### src/rtl/ky32_arith_pkg.sv
// rtl/ky32_arith_pkg.sv - shared widths and requester-id type for the KY32 arithmetic blocks
package ky32_arith_pkg;
  localparam int W    = 32;
  localparam int NREQ = 2;
  typedef logic [0:0] req_id_t;
endpackage

### src/rtl/KY32_cla32.sv
// rtl/KY32_cla32.sv - two-level carry-lookahead adder, 4-bit groups
module KY32_cla32 #(
  parameter int W = 32
) (
  input  logic [W-1:0] a,
  input  logic [W-1:0] b,
  input  logic         c,
  output logic [W-1:0] s
);
  localparam int NG = W / 4;

  logic [W-1:0]  g, p, cy;
  logic [NG-1:0] gg, gp;
  logic [NG:0]   gc;

  always_comb begin
    g  = a & b;
    p  = a ^ b;
    gg = '0;
    gp = '0;
    gc = '0;
    cy = '0;
    for (int k = 0; k < NG; k++) begin
      gg[k] = g[4*k+3] | (p[4*k+3] & g[4*k+2]) | (p[4*k+3] & p[4*k+2] & g[4*k+1])
            | (p[4*k+3] & p[4*k+2] & p[4*k+1] & g[4*k]);
      gp[k] = &p[4*k +: 4];
    end
    // Group carries come from group G/P only; bit carries are resolved inside each group.
    gc[0] = c;
    for (int k = 0; k < NG; k++)
      gc[k+1] = gg[k] | (gp[k] & gc[k]);
    for (int k = 0; k < NG; k++) begin
      cy[4*k] = gc[k];
      for (int j = 0; j < 3; j++)
        cy[4*k+j+1] = g[4*k+j] | (p[4*k+j] & cy[4*k+j]);
    end
    s = p ^ cy;
  end
endmodule

### src/rtl/ky32_add_arb.sv
// rtl/ky32_add_arb.sv - two-requester round-robin arbiter in front of one shared CLA adder
module ky32_add_arb #(
  parameter int W    = ky32_arith_pkg::W,
  parameter int NREQ = ky32_arith_pkg::NREQ
) (
  input  logic            clk,
  input  logic            rst,
  input  logic [NREQ-1:0] req_valid,
  output logic [NREQ-1:0] req_ready,
  input  logic [W-1:0]    req0_a,
  input  logic [W-1:0]    req0_b,
  input  logic            req0_sub,
  input  logic [W-1:0]    req1_a,
  input  logic [W-1:0]    req1_b,
  input  logic            req1_sub,
  output logic            rsp_valid,
  input  logic            rsp_ready,
  output logic            rsp_id,
  output logic [W-1:0]    rsp_s
);
  import ky32_arith_pkg::req_id_t;

  req_id_t     last_grant;
  req_id_t     gnt;
  logic        slot_free;
  logic        accept;
  logic [W-1:0] op_a, op_b, b_eff, sum;
  logic        op_sub;

  // Contention goes to whoever did not win last; a lone requester always wins.
  always_comb begin
    gnt = 1'b0;
    if (req_valid[0] && req_valid[1])
      gnt = ~last_grant;
    else if (req_valid[1])
      gnt = 1'b1;
  end

  assign slot_free = !rsp_valid || rsp_ready;

  always_comb begin
    req_ready = '0;
    if (!rst && slot_free && (|req_valid))
      req_ready[gnt] = 1'b1;
  end

  assign accept = |(req_valid & req_ready);

  always_comb begin
    op_a   = gnt[0] ? req1_a   : req0_a;
    op_b   = gnt[0] ? req1_b   : req0_b;
    op_sub = gnt[0] ? req1_sub : req0_sub;
    b_eff  = op_sub ? ~op_b : op_b;
  end

  KY32_cla32 #(.W(W)) u_cla (
    .a (op_a),
    .b (b_eff),
    .c (op_sub),
    .s (sum)
  );

  always_ff @(posedge clk or posedge rst) begin
    if (rst) begin
      rsp_valid  <= 1'b0;
      rsp_s      <= '0;
      rsp_id     <= 1'b0;
      last_grant <= 1'b1;
    end else if (accept) begin
      rsp_valid  <= 1'b1;
      rsp_s      <= sum;
      rsp_id     <= gnt[0];
      last_grant <= gnt;
    end else if (rsp_ready) begin
      rsp_valid  <= 1'b0;
    end
  end
endmodule

### config.mk
export PLATFORM = sky130hd
export DESIGN_NAME = ky32_add_arb
export DESIGN_NICKNAME = d
export VERILOG_FILES = /design/src/rtl/ky32_arith_pkg.sv /design/src/rtl/KY32_cla32.sv /design/src/rtl/ky32_add_arb.sv
export SDC_FILE = /design/constraint.sdc
export NUM_CORES = 1
export LEC_CHECK = 0
export ABC_CLOCK_PERIOD_IN_PS = 5720
export BUFFER_PORTS_ARGS = -buffer_cell sky130_fd_sc_hd__buf_2
export CAP_MARGIN = 20
export CORE_AREA = 2 2 90 92
export CTS_BUF_LIST = sky130_fd_sc_hd__clkbuf_4
export DETAILED_ROUTE_END_ITERATION = 8
export DIE_AREA = 0 0 92 94
export PLACE_DENSITY = 0.82
export SLEW_MARGIN = 15
export SYNTH_ARGS = -nofsm -noshare
export SYNTH_HDL_FRONTEND = slang
export SYNTH_SLANG_ARGS = --single-unit
### constraint.sdc
create_clock -name clk -period 5.72 [get_ports clk]
set_input_delay 1.43 -clock clk [delete_from_list [all_inputs] [get_ports clk]]
set_output_delay 1.43 -clock clk [all_outputs]
set_load 0.03 [all_outputs]
==> impl_metrics.py, run 1 <==
metrics = {
    "layout": {
        "syn_to_final_growth_pct": 34.37,
        "multiInputGateArea_sq_mm": 0.002531,
        "stdcell_area_sq_mm": 0.004936,
        "final.fill_count": 644,
        "diodes": 0,
        "final_nets": 764,
        "drive_above_1_share_pct": 40.76,
        "seq_area_sq_um": 877.1,
    },
    "floorplan": {
        "initial_core_util_pct": 48.29,
        "die_area_sq_mm": 0.008648,
        "die_y_um": 94,
        "rows": 32,
        "fp.dieW_um": 92,
        "core_region_area_sq_mm": 0.007607,
        "ioPinCount": 171,
    },
    "power_and_ir_drop": {
        "seq_power_share_pct": 24.3,
        "power_switching_share_pct": 48.55,
        "power.density_mw_per_mm2": 355.3,
        "p_switching_mw": 0.8515,
        "pwr-share-clk_pct": 7.8,
        "ir_worst_vdd_v": 0.0002245,
        "leakage_nw": 2.640,
        "pwr-share-comb_pct": 67.9,
        "p_int_mw": 0.9023,
    },
    "global_routing": {
        "antenna_found_initial": 0,
        "grt_pass1_vias": 3596,
        "grt_max_degree": 63,
        "grt_pass1_wl_mm": 15.75,
        "gr-total-overflow": 0,
        "grt_usage_pct": 22.67,
    },
    "timing": {
        "period_share_pct": 95.09,
        "clock_skew_ns": 0.01140,
        "rsz0062_at_grt": "no",
        "layout_setup_ws_ns": 0.2811,
        "setup_viol": 0,
        "hold_viol": 0,
        "worst_slew_margin_rel_pct": 69.44,
        "worst_pin_slew_ns": 0.4489,
        "period_needed_ns": 5.439,
        "fmax_ghz": 0.1839,
        "slew_viol_final": 0,
    },
    "worst_hold_path": {
        "hp-start": "rsp_valid",
        "whs_endpoint": "rsp_valid",
        "holdPathStages": 1,
        "hold_path.class": "reg2reg",
    },
    "run_status": {
        "status": "finished clean",
    },
    "clock_tree": {
        "clk_pin_slew_ns": 0.11,
        "cts_tree": "yes",
        "cts_setup_buffers": 0,
        "clk_latency_ns": 0.34,
        "clock_sinks": 35,
        "cts_hold_buffers": 0,
        "cts.htree.levels": 2,
        "cts_buffers": 5,
        "cts_buffer_depth": 2,
        "cts_root_buf": "clkbuf_4",
        "cts_resized": 0,
    },
    "drt": {
        "detail_route.iter0.violations": 83,
        "dr.pass1.iters": 4,
        "drc_errors": 0,
        "wl_per_cell_um": 14.02,
        "postRouteAntennaNets": 0,
        "vias": 3348,
        "vias_per_cell": 4.916,
        "totalWireLength_mm": 9.546,
    },
    "logic_synthesis": {
        "syn_inst": 381,
        "synth_top_area_share_pct": 23.16,
        "syn_area_per_cell_sq_um": 9.642,
        "synth_nets": 567,
        "synthTopCellsByCount": "49 x mux2i_1, 45 x inv_1, 42 x a21oi_1",
        "synth_top_area_cell": "dfrtp_1",
        "yosys_register_bits": 35,
        "synthTopCellsByArea": "dfrtp_1 23%, mux2i_1 13%, fa_1 13%",
        "ys_async_sr_fraction_pct": 100.0,
        "ys_types": 39,
        "yosysMostFrequentCell": "mux2i_1",
        "synth_area_sq_mm": 0.003674,
        "seq_area_frac_synth_pct": 23.88,
        "synthFlopType": "dfrtp_1",
        "synth_edf_count": 0,
        "yosysWarnings": 0,
    },
    "flow_run": {
        "drv_cap": 0,
    },
    "setup_path": {
        "crit_arrival_ns": 5.67,
        "r2r-start": "last_grant",
        "timing.rr.end": "rsp_s[31]",
        "crit_type": "in2reg",
        "r2r.worst_path.cells": 17,
        "worstPathRequired_ns": 5.95,
        "end_kind": "flip-flop",
        "ff2ff_setup_slack_ns": 1.11,
        "worstPathMaxFanout": 16,
        "cp-start-kind": "input pin",
    },
    "placed_design": {
        "dpl_cell_area_sq_mm": 0.004863,
        "gp_congestion": 0.8511,
        "dp_hpwl_mm": 8.182,
        "port_buffers": 170,
        "dpl_worst_slack_ns": -0.1664,
    },
}
worst max-delay path, stage by stage:
cell      delay, ns
buf_2          0.12
a21boi_4       0.21
buf_4          0.32
buf_12         0.20
buf_4          0.22
mux2i_1        0.30
xor2_1         0.14
ha_1           0.32
nand3_1        0.10
o21ai_0        0.24
a31o_2         0.19
a41oi_1        0.05
fa_1           0.48
fa_1           0.47
fa_1           0.44
xnor2_1        0.20
xnor2_1        0.14
a21oi_1        0.08
layout by cell type (no fill, tap or decap), types with 2 or more instances in the layout:
cell and instances:
buf_2 170, mux2i_1 49, inv_1 45, a21oi_1 42, nor2_1 37, xor2_1 36
dfrtp_1 34, buf_4 33, ha_1 28, fa_1 23, mux2_2 16, xnor2_1 7
a21o_1 6, clkbuf_4 6, nand2_1 5, o21ai_0 5, buf_12 4, nand4_1 3
nand3_1 3, nand2b_1 2, or2_2 2, o21bai_1 2, o21a_1 2, a211oi_1 2
clkinv_1 2
how the worst max path moves through the flow:
stage	cells past startpoint	end	slack, ns	from
5_1_grt	18	rsp_s[31]	0.02	req_valid[0]
2_1_floorplan	18	rsp_s[31]	0.03	req_valid[1]
3_3_place_gp	17	rsp_s[31]	-0.05	req_valid[0]
6_report	18	rsp_s[31]	0.28	req_valid[0]
4_1_cts	19	rsp_s[31]	0.21	req_valid[0]
3_5_place_dp	19	rsp_s[31]	-0.17	req_valid[0]
logic make-up after synthesis:
family	synth area share [%]
mux	18.87
flops	23.88
simple gates	6.983
xor+xnor	10.25
compound gates	10.73
fa+ha+maj	22.07
buf+inv	7.221
power groups by stage:
stage | registers (mW) | clock network [mW] | logic, mW
3_5_place_dp | 0.433 | 0 | 1.19
5_1_grt | 0.444 | 0.151 | 1.32
3_3_place_gp | 0.428 | 0 | 1.15
2_1_floorplan | 0.658 | 0 | 0.582
6_report | 0.426 | 0.137 | 1.19
4_1_cts | 0.428 | 0.141 | 1.20
layout make-up:
| cell class | instances | area share, % |
|---|---|---|
| multi-input cells | 284 | 51.28 |
| clock buffers | 6 | 0.9125 |
| well taps | 102 | 2.586 |
| clock inverters | 2 | 0.1521 |
| flip-flops and latches | 35 | 17.77 |
| repair buffers | 207 | 23.88 |
| inverters | 45 | 3.422 |
flip-flops by register name, indices dropped and copies added (netlist names):
| signal | flops |
|---|---|
| rsp_id | 1 |
| last_grant | 1 |
| rsp_valid | 1 |
| rsp_s | 32 |
metrics by stage:
step / power, mW / utilization (%) / TNS [ns] / instances / hold WS, ns
floorplan: 1.240 / - / 0 / 381 / 0.4863
global placement: 1.578 / 63.93 / -0.04807 / 672 / 0.4804
detailed placement: 1.627 / 63.93 / -0.1691 / 672 / 0.4888
CTS: 1.768 / 64.62 / 0 / 680 / 0.5149
global route: 1.914 / 64.88 / 0 / 681 / 0.5448
finish: 1.754 / 64.88 / 0 / 681 / 0.5118
routing by layer:
metal | GRT usage, % | share of wire [%] | vias up
li1 | - | - | 1672
met1 | 26.62 | 40 | 1569
met2 | 42.83 | 54 | 90
met3 | 3.291 | 4.1 | 17
met4 | 6.592 | 1.8 | 0
met5 | 0 | 0 | -
Power figures use the tool's default switching activity.
==> inputs of run 2 (changes only) <==
--- a/config.mk
+++ b/config.mk
@@ -5,14 +5,14 @@
 export SDC_FILE = /design/constraint.sdc
 export NUM_CORES = 1
 export LEC_CHECK = 0
-export ABC_CLOCK_PERIOD_IN_PS = 5720
+export ABC_CLOCK_PERIOD_IN_PS = 5200
 export BUFFER_PORTS_ARGS = -buffer_cell sky130_fd_sc_hd__buf_2
 export CAP_MARGIN = 20
 export CORE_AREA = 2 2 90 92
 export CTS_BUF_LIST = sky130_fd_sc_hd__clkbuf_4
 export DETAILED_ROUTE_END_ITERATION = 8
 export DIE_AREA = 0 0 92 94
-export PLACE_DENSITY = 0.82
+export PLACE_DENSITY = 0.85
 export SLEW_MARGIN = 15
 export SYNTH_ARGS = -nofsm -noshare
 export SYNTH_HDL_FRONTEND = slang
==> constraint.sdc (replaced) <==
create_clock -name clk -period 5.2 [get_ports clk]
set_input_delay 1.3 -clock clk [delete_from_list [all_inputs] [get_ports clk]]
set_output_delay 1.3 -clock clk [all_outputs]
set_load 0.03 [all_outputs]
==> impl_metrics.py, run 2 (synthesized netlist as in run 1, its figures left out) <==
metrics = {
    "layout": {
        "syn_to_final_growth_pct": 38.04,
        "final_nets": 773,
        "final_util_pct": 66.66,
        "final_cell_mix": "170 x buf_2, 46 x mux2i_1, 45 x inv_1, 42 x a21oi_1, 41 x buf_4",
        "final_common_cell": "buf_2",
        "regMostFlops": "rsp_s",
        "largest_register_ffs": 32,
        "drive_above_1_share_pct": 43.20,
    },
    "drt": {
        "wl_met2_mm": 5.046,
        "met1Wirelength_mm": 3.895,
        "dr.pass1.iters": 4,
        "detail_route.iter0.violations": 76,
        "totalWireLength_mm": 9.660,
        "vias": 3382,
        "wl_per_cell_um": 13.98,
        "postRouteAntennaNets": 0,
        "vias_per_cell": 4.894,
        "wl_met3_um": 490,
        "routed.top_layer": "met4",
        "drc_errors": 0,
    },
    "setup_path": {
        "ff2ff_setup_slack_ns": 0.80,
        "crit_type": "in2reg",
        "timing.rr.end": "rsp_s[15]",
        "crit_arrival_ns": 5.27,
        "cp-start-kind": "input pin",
        "r2r.worst_path.cells": 17,
        "worstPathRequired_ns": 5.41,
        "worstPathMaxFanout": 13,
        "end_kind": "flip-flop",
        "r2r-start": "last_grant",
    },
    "clock_tree": {
        "clk_pin_slew_ns": 0.11,
        "cts_root_buf": "clkbuf_4",
        "cts_buffer_depth": 2,
        "clock_sinks": 35,
        "cts_buffers": 5,
        "cts.htree.levels": 2,
        "cts_tree": "yes",
        "clk_latency_ns": 0.34,
    },
    "global_routing": {
        "gr-total-overflow": 0,
        "grt_usage_pct": 21.67,
        "grt_max_degree": 36,
        "grt_pass1_wl_mm": 14.92,
        "grt_pass1_vias": 3475,
        "antenna_found_initial": 1,
    },
    "worst_hold_path": {
        "hold_path.class": "reg2reg",
        "holdPathStages": 1,
        "hp-start": "rsp_valid",
        "whs_endpoint": "rsp_valid",
    },
    "run_status": {
        "status": "finished clean",
    },
    "timing": {
        "worst_pin_slew_ns": 0.5711,
        "setup_viol": 0,
        "period_share_pct": 97.31,
        "period_needed_ns": 5.060,
        "clock_skew_ns": 0.005718,
        "worst_slew_margin_rel_pct": 61.70,
        "setup_tns_ns": 0,
        "fmax_ghz": 0.1976,
        "slew_viol_final": 0,
        "hold_viol": 0,
    },
    "floorplan": {
        "die_y_um": 94,
        "die_area_sq_mm": 0.008648,
        "initial_core_util_pct": 48.29,
        "fp.dieW_um": 92,
        "rows": 32,
        "ioPinCount": 171,
        "core_region_area_sq_mm": 0.007607,
    },
    "placed_design": {
        "port_buffers": 170,
        "dp_hpwl_mm": 8.039,
        "gp_congestion": 0.8668,
    },
    "power_and_ir_drop": {
        "leakage_nw": 2.693,
        "power.density_mw_per_mm2": 393.3,
        "ir_worst_vdd_v": 0.0002347,
    },
    "flow_run": {
        "drv_cap": 0,
    },
}
[run 2: cell count changes in the layout (fill, tap and decap cells not counted), moves of 2 or more]
| cell | before | now |
|---|---|---|
| buf_6 | 0 | 2 |
| fa_1 | 23 | 21 |
| mux2i_1 | 49 | 46 |
| fa_2 | 0 | 2 |
| buf_4 | 33 | 41 |
| mux2i_2 | 0 | 3 |
| buf_12 | 4 | 1 |
[run 2: how the worst max path moves through the flow]
stage / cells after the start / end / slack [ns] / start
final: 18 / rsp_s[15] / 0.14 / req_valid[1]
after global routing: 18 / rsp_s[15] / -0.01 / req_valid[1]
after CTS: 16 / rsp_s[27] / 0.15 / req_valid[0]
after detailed placement: 17 / rsp_s[31] / -0.23 / req_valid[0]
after global placement: 17 / rsp_s[31] / -0.11 / req_valid[0]
after floorplan: 18 / rsp_s[31] / 0.06 / req_valid[1]
[run 2: where the power goes]
part | internal (mW) | switching [mW]
Combinational | 0.548 | 0.787
Sequential | 0.401 | 0.0644
Clock | 0.0989 | 0.0962
[run 2: layout make-up]
type	instances	area [sq um]
Multi-Input combinational cell	284	2577
Fill cell	621	2536
Timing Repair Buffer	216	1241
Sequential cell	35	877.1
Inverter	45	168.9
Tap cell	102	127.6
Clock inverter	3	38.79
Clock buffer	5	37.54
Antenna cell	1	2.502
[run 2: worst max-delay path, stage by stage]
cell	delay (ns)
buf_2	0.09
a21boi_4	0.31
mux2i_4	0.32
buf_6	0.22
xor2_1	0.10
ha_1	0.34
nand3_1	0.11
o21bai_1	0.17
a21oi_1	0.14
o21ai_1	0.16
buf_4	0.18
nand2_1	0.08
inv_1	0.07
fa_1	0.45
fa_1	0.47
fa_1	0.44
xor2_1	0.22
a21oi_1	0.09
[run 2: timing repair]
item,CTS,global route
endpoints found under the setup margin,0,5
buffers inserted,0,1
hold buffers,0,0
resized for setup,0,7
[run 2: layer usage]
layer  vias up  global-route usage [%]
met2       114                   40.56
li1       1689                       -
met1      1558                   24.53
met3        21                   4.334
met4         0                   7.463
met5         -                       0
[run 2: per-stage QoR]
step / power [mW] / area (sq um) / worst slack, ns / cells / hold slack, ns
after floorplan: 1.379 / 3726 / 0.05751 / 381 / 0.4863
final: 1.995 / 5071 / 0.1397 / 691 / 0.5049
after CTS: 1.994 / 5001 / 0.1494 / 688 / 0.5087
after global routing: 2.161 / 5069 / -0.01091 / 690 / 0.5311
after detailed placement: 1.793 / 4925 / -0.2301 / 680 / 0.4830
after global placement: 1.740 / 4925 / -0.1141 / 680 / 0.4794
==> inputs of run 3 (changes only) <==
--- a/config.mk
+++ b/config.mk
@@ -5,14 +5,14 @@
 export SDC_FILE = /design/constraint.sdc
 export NUM_CORES = 1
 export LEC_CHECK = 0
-export ABC_CLOCK_PERIOD_IN_PS = 5200
+export ABC_CLOCK_PERIOD_IN_PS = 6260
 export BUFFER_PORTS_ARGS = -buffer_cell sky130_fd_sc_hd__buf_2
 export CAP_MARGIN = 20
-export CORE_AREA = 2 2 90 92
+export CORE_AREA = 2 2 87 89
 export CTS_BUF_LIST = sky130_fd_sc_hd__clkbuf_4
 export DETAILED_ROUTE_END_ITERATION = 8
-export DIE_AREA = 0 0 92 94
-export PLACE_DENSITY = 0.85
+export DIE_AREA = 0 0 89 91
+export PLACE_DENSITY = 0.9
 export SLEW_MARGIN = 15
 export SYNTH_ARGS = -nofsm -noshare
 export SYNTH_HDL_FRONTEND = slang
==> constraint.sdc (replaced) <==
create_clock -name clk -period 6.26 [get_ports clk]
set_input_delay 1.565 -clock clk [delete_from_list [all_inputs] [get_ports clk]]
set_output_delay 1.565 -clock clk [all_outputs]
set_load 0.03 [all_outputs]
==> impl_metrics.py, run 3 (synthesized netlist as in run 1, its figures left out) <==
metrics = {
    "clock_tree": {
        "clk_pin_slew_ns": 0.11,
        "cts_buffer_depth": 2,
        "cts_hold_buffers": 0,
        "clk_latency_ns": 0.34,
        "cts_root_buf": "clkbuf_4",
        "cts.htree.levels": 2,
        "cts_buffers": 5,
        "cts_setup_buffers": 0,
        "cts_tree": "yes",
        "clock_sinks": 35,
        "cts_resized": 0,
    },
    "timing": {
        "hold_viol": 0,
        "worst_slew_margin_rel_pct": 46.53,
        "clock_skew_ns": 0.01067,
        "setup_tns_ns": 0,
        "rsz0062_at_grt": "no",
        "slew_viol_final": 0,
        "fmax_ghz": 0.1757,
        "setup_viol": 0,
        "period_share_pct": 90.92,
        "period_needed_ns": 5.692,
        "worst_pin_slew_ns": 0.8021,
    },
    "drt": {
        "detail_route.iter0.violations": 73,
        "vias_per_cell": 4.981,
        "vias": 3228,
        "wl_per_cell_um": 14.02,
        "dr.pass1.iters": 4,
        "totalWireLength_mm": 9.082,
        "postRouteAntennaNets": 0,
        "drc_errors": 0,
    },
    "power_and_ir_drop": {
        "ir_worst_vdd_v": 0.0001518,
        "leakage_nw": 2.499,
        "power_mw": 1.575,
        "power.density_mw_per_mm2": 334.8,
    },
    "floorplan": {
        "rows": 31,
        "core_region_area_sq_mm": 0.007137,
        "ioPinCount": 171,
        "fp.dieW_um": 89,
        "die_y_um": 91,
        "initial_core_util_pct": 51.47,
        "die_area_sq_mm": 0.008099,
    },
    "layout": {
        "final.fill_count": 623,
        "largest_register_ffs": 32,
        "final_cell_mix": "170 x buf_2, 49 x mux2i_1, 45 x inv_1, 42 x a21oi_1, 37 x nor2_1",
        "final_common_cell": "buf_2",
        "stdcell_area_sq_mm": 0.004706,
        "final_nets": 734,
        "drive_above_1_share_pct": 37.70,
        "diodes": 0,
        "final_cells": 648,
        "regMostFlops": "rsp_s",
        "syn_to_final_growth_pct": 28.10,
    },
    "setup_path": {
        "worstPathCellList": "buf_2 -> a21boi_4 -> buf_12 -> mux2i_1 -> inv_1 -> ha_1 -> o21ai_0 -> nor2_1 -> nor4_1 -> or3_1 -> a31oi_1 -> a41oi_1 -> fa_1 -> fa_1 -> fa_1 -> xnor2_1 -> xnor2_1 -> a21oi_1",
        "worstPathMaxFanout": 31,
        "cp.buffers_inverters": 3,
        "crit_type": "in2reg",
        "cp_top_family": "adder cells",
        "crit_arrival_ns": 5.89,
        "cp-start-kind": "input pin",
        "critPathMaxStageDelay_ns": 0.47,
        "cpMostUsedCell": "fa_1",
        "cp_slowest_cell": "fa_1",
        "worstPathRequired_ns": 6.45,
        "end_kind": "flip-flop",
    },
    "placed_design": {
        "port_buffers": 170,
        "gp_congestion": 0.8901,
        "dp_hpwl_mm": 7.717,
        "dpl_cell_area_sq_mm": 0.004629,
        "dpl.cell_count": 640,
    },
    "run_status": {
        "status": "finished clean",
    },
    "global_routing": {
        "grt_max_degree": 48,
        "grt_pass1_vias": 3413,
        "gr-total-overflow": 0,
        "grt_pass1_wl_mm": 14.70,
        "grt_usage_pct": 22.84,
        "antenna_found_initial": 0,
    },
    "worst_hold_path": {
        "hold_path.class": "reg2reg",
    },
    "flow_run": {
        "drv_cap": 0,
    },
}
run 3: area by class of cell:
class / instances / area (sq um) / area share [%]
Multi-Input combinational cell: 284 / 2531 / 53.79
Timing Repair Buffer: 177 / 928.4 / 19.73
Sequential cell: 35 / 877.1 / 18.64
Inverter: 45 / 168.9 / 3.589
Tap cell: 99 / 123.9 / 2.632
Clock inverter: 3 / 38.79 / 0.8242
Clock buffer: 5 / 37.54 / 0.7977
run 3: path summary, 6_finish.rpt:
path,start,to,slack (ns),depth (start not counted)
min reg2reg,rsp_valid,rsp_valid,0.51,1
max in group asynchronous,rst,rsp_s[25],4.20,3
max reg2reg,last_grant,rsp_s[31],1.53,17
max,req_valid[0],rsp_s[31],0.57,18
min,rsp_valid,rsp_valid,0.51,1
min in group asynchronous,rst,rsp_s[11],1.33,2
run 3: layer usage:
| layer | part of all wire (%) | routed length, um | global-route usage [%] |
|---|---|---|---|
| met1 | 42 | 3836 | 27.45 |
| met2 | 51 | 4608 | 40.86 |
| met3 | 5.3 | 480 | 4.364 |
| met4 | 1.7 | 157 | 6.219 |
| met5 | 0 | 0 | 0 |
run 3: report_power, final:
group	total, mW	switching (mW)	internal (mW)	leakage [nW]
Combinational	1.02	0.630	0.395	2.07
Sequential	0.388	0.0549	0.333	0.388
Clock	0.163	0.0807	0.0821	0.0426
run 3: through the flow:
step                      hold slack, ns  util [%]  worst slack, ns
after global placement            0.4851     64.87           0.3169
after floorplan                   0.4863         -           0.4384
after global routing              0.5413     65.94           0.2405
final                             0.5145     65.94           0.5682
after CTS                         0.5229     65.94           0.5558
after detailed placement          0.4958     64.87           0.1695
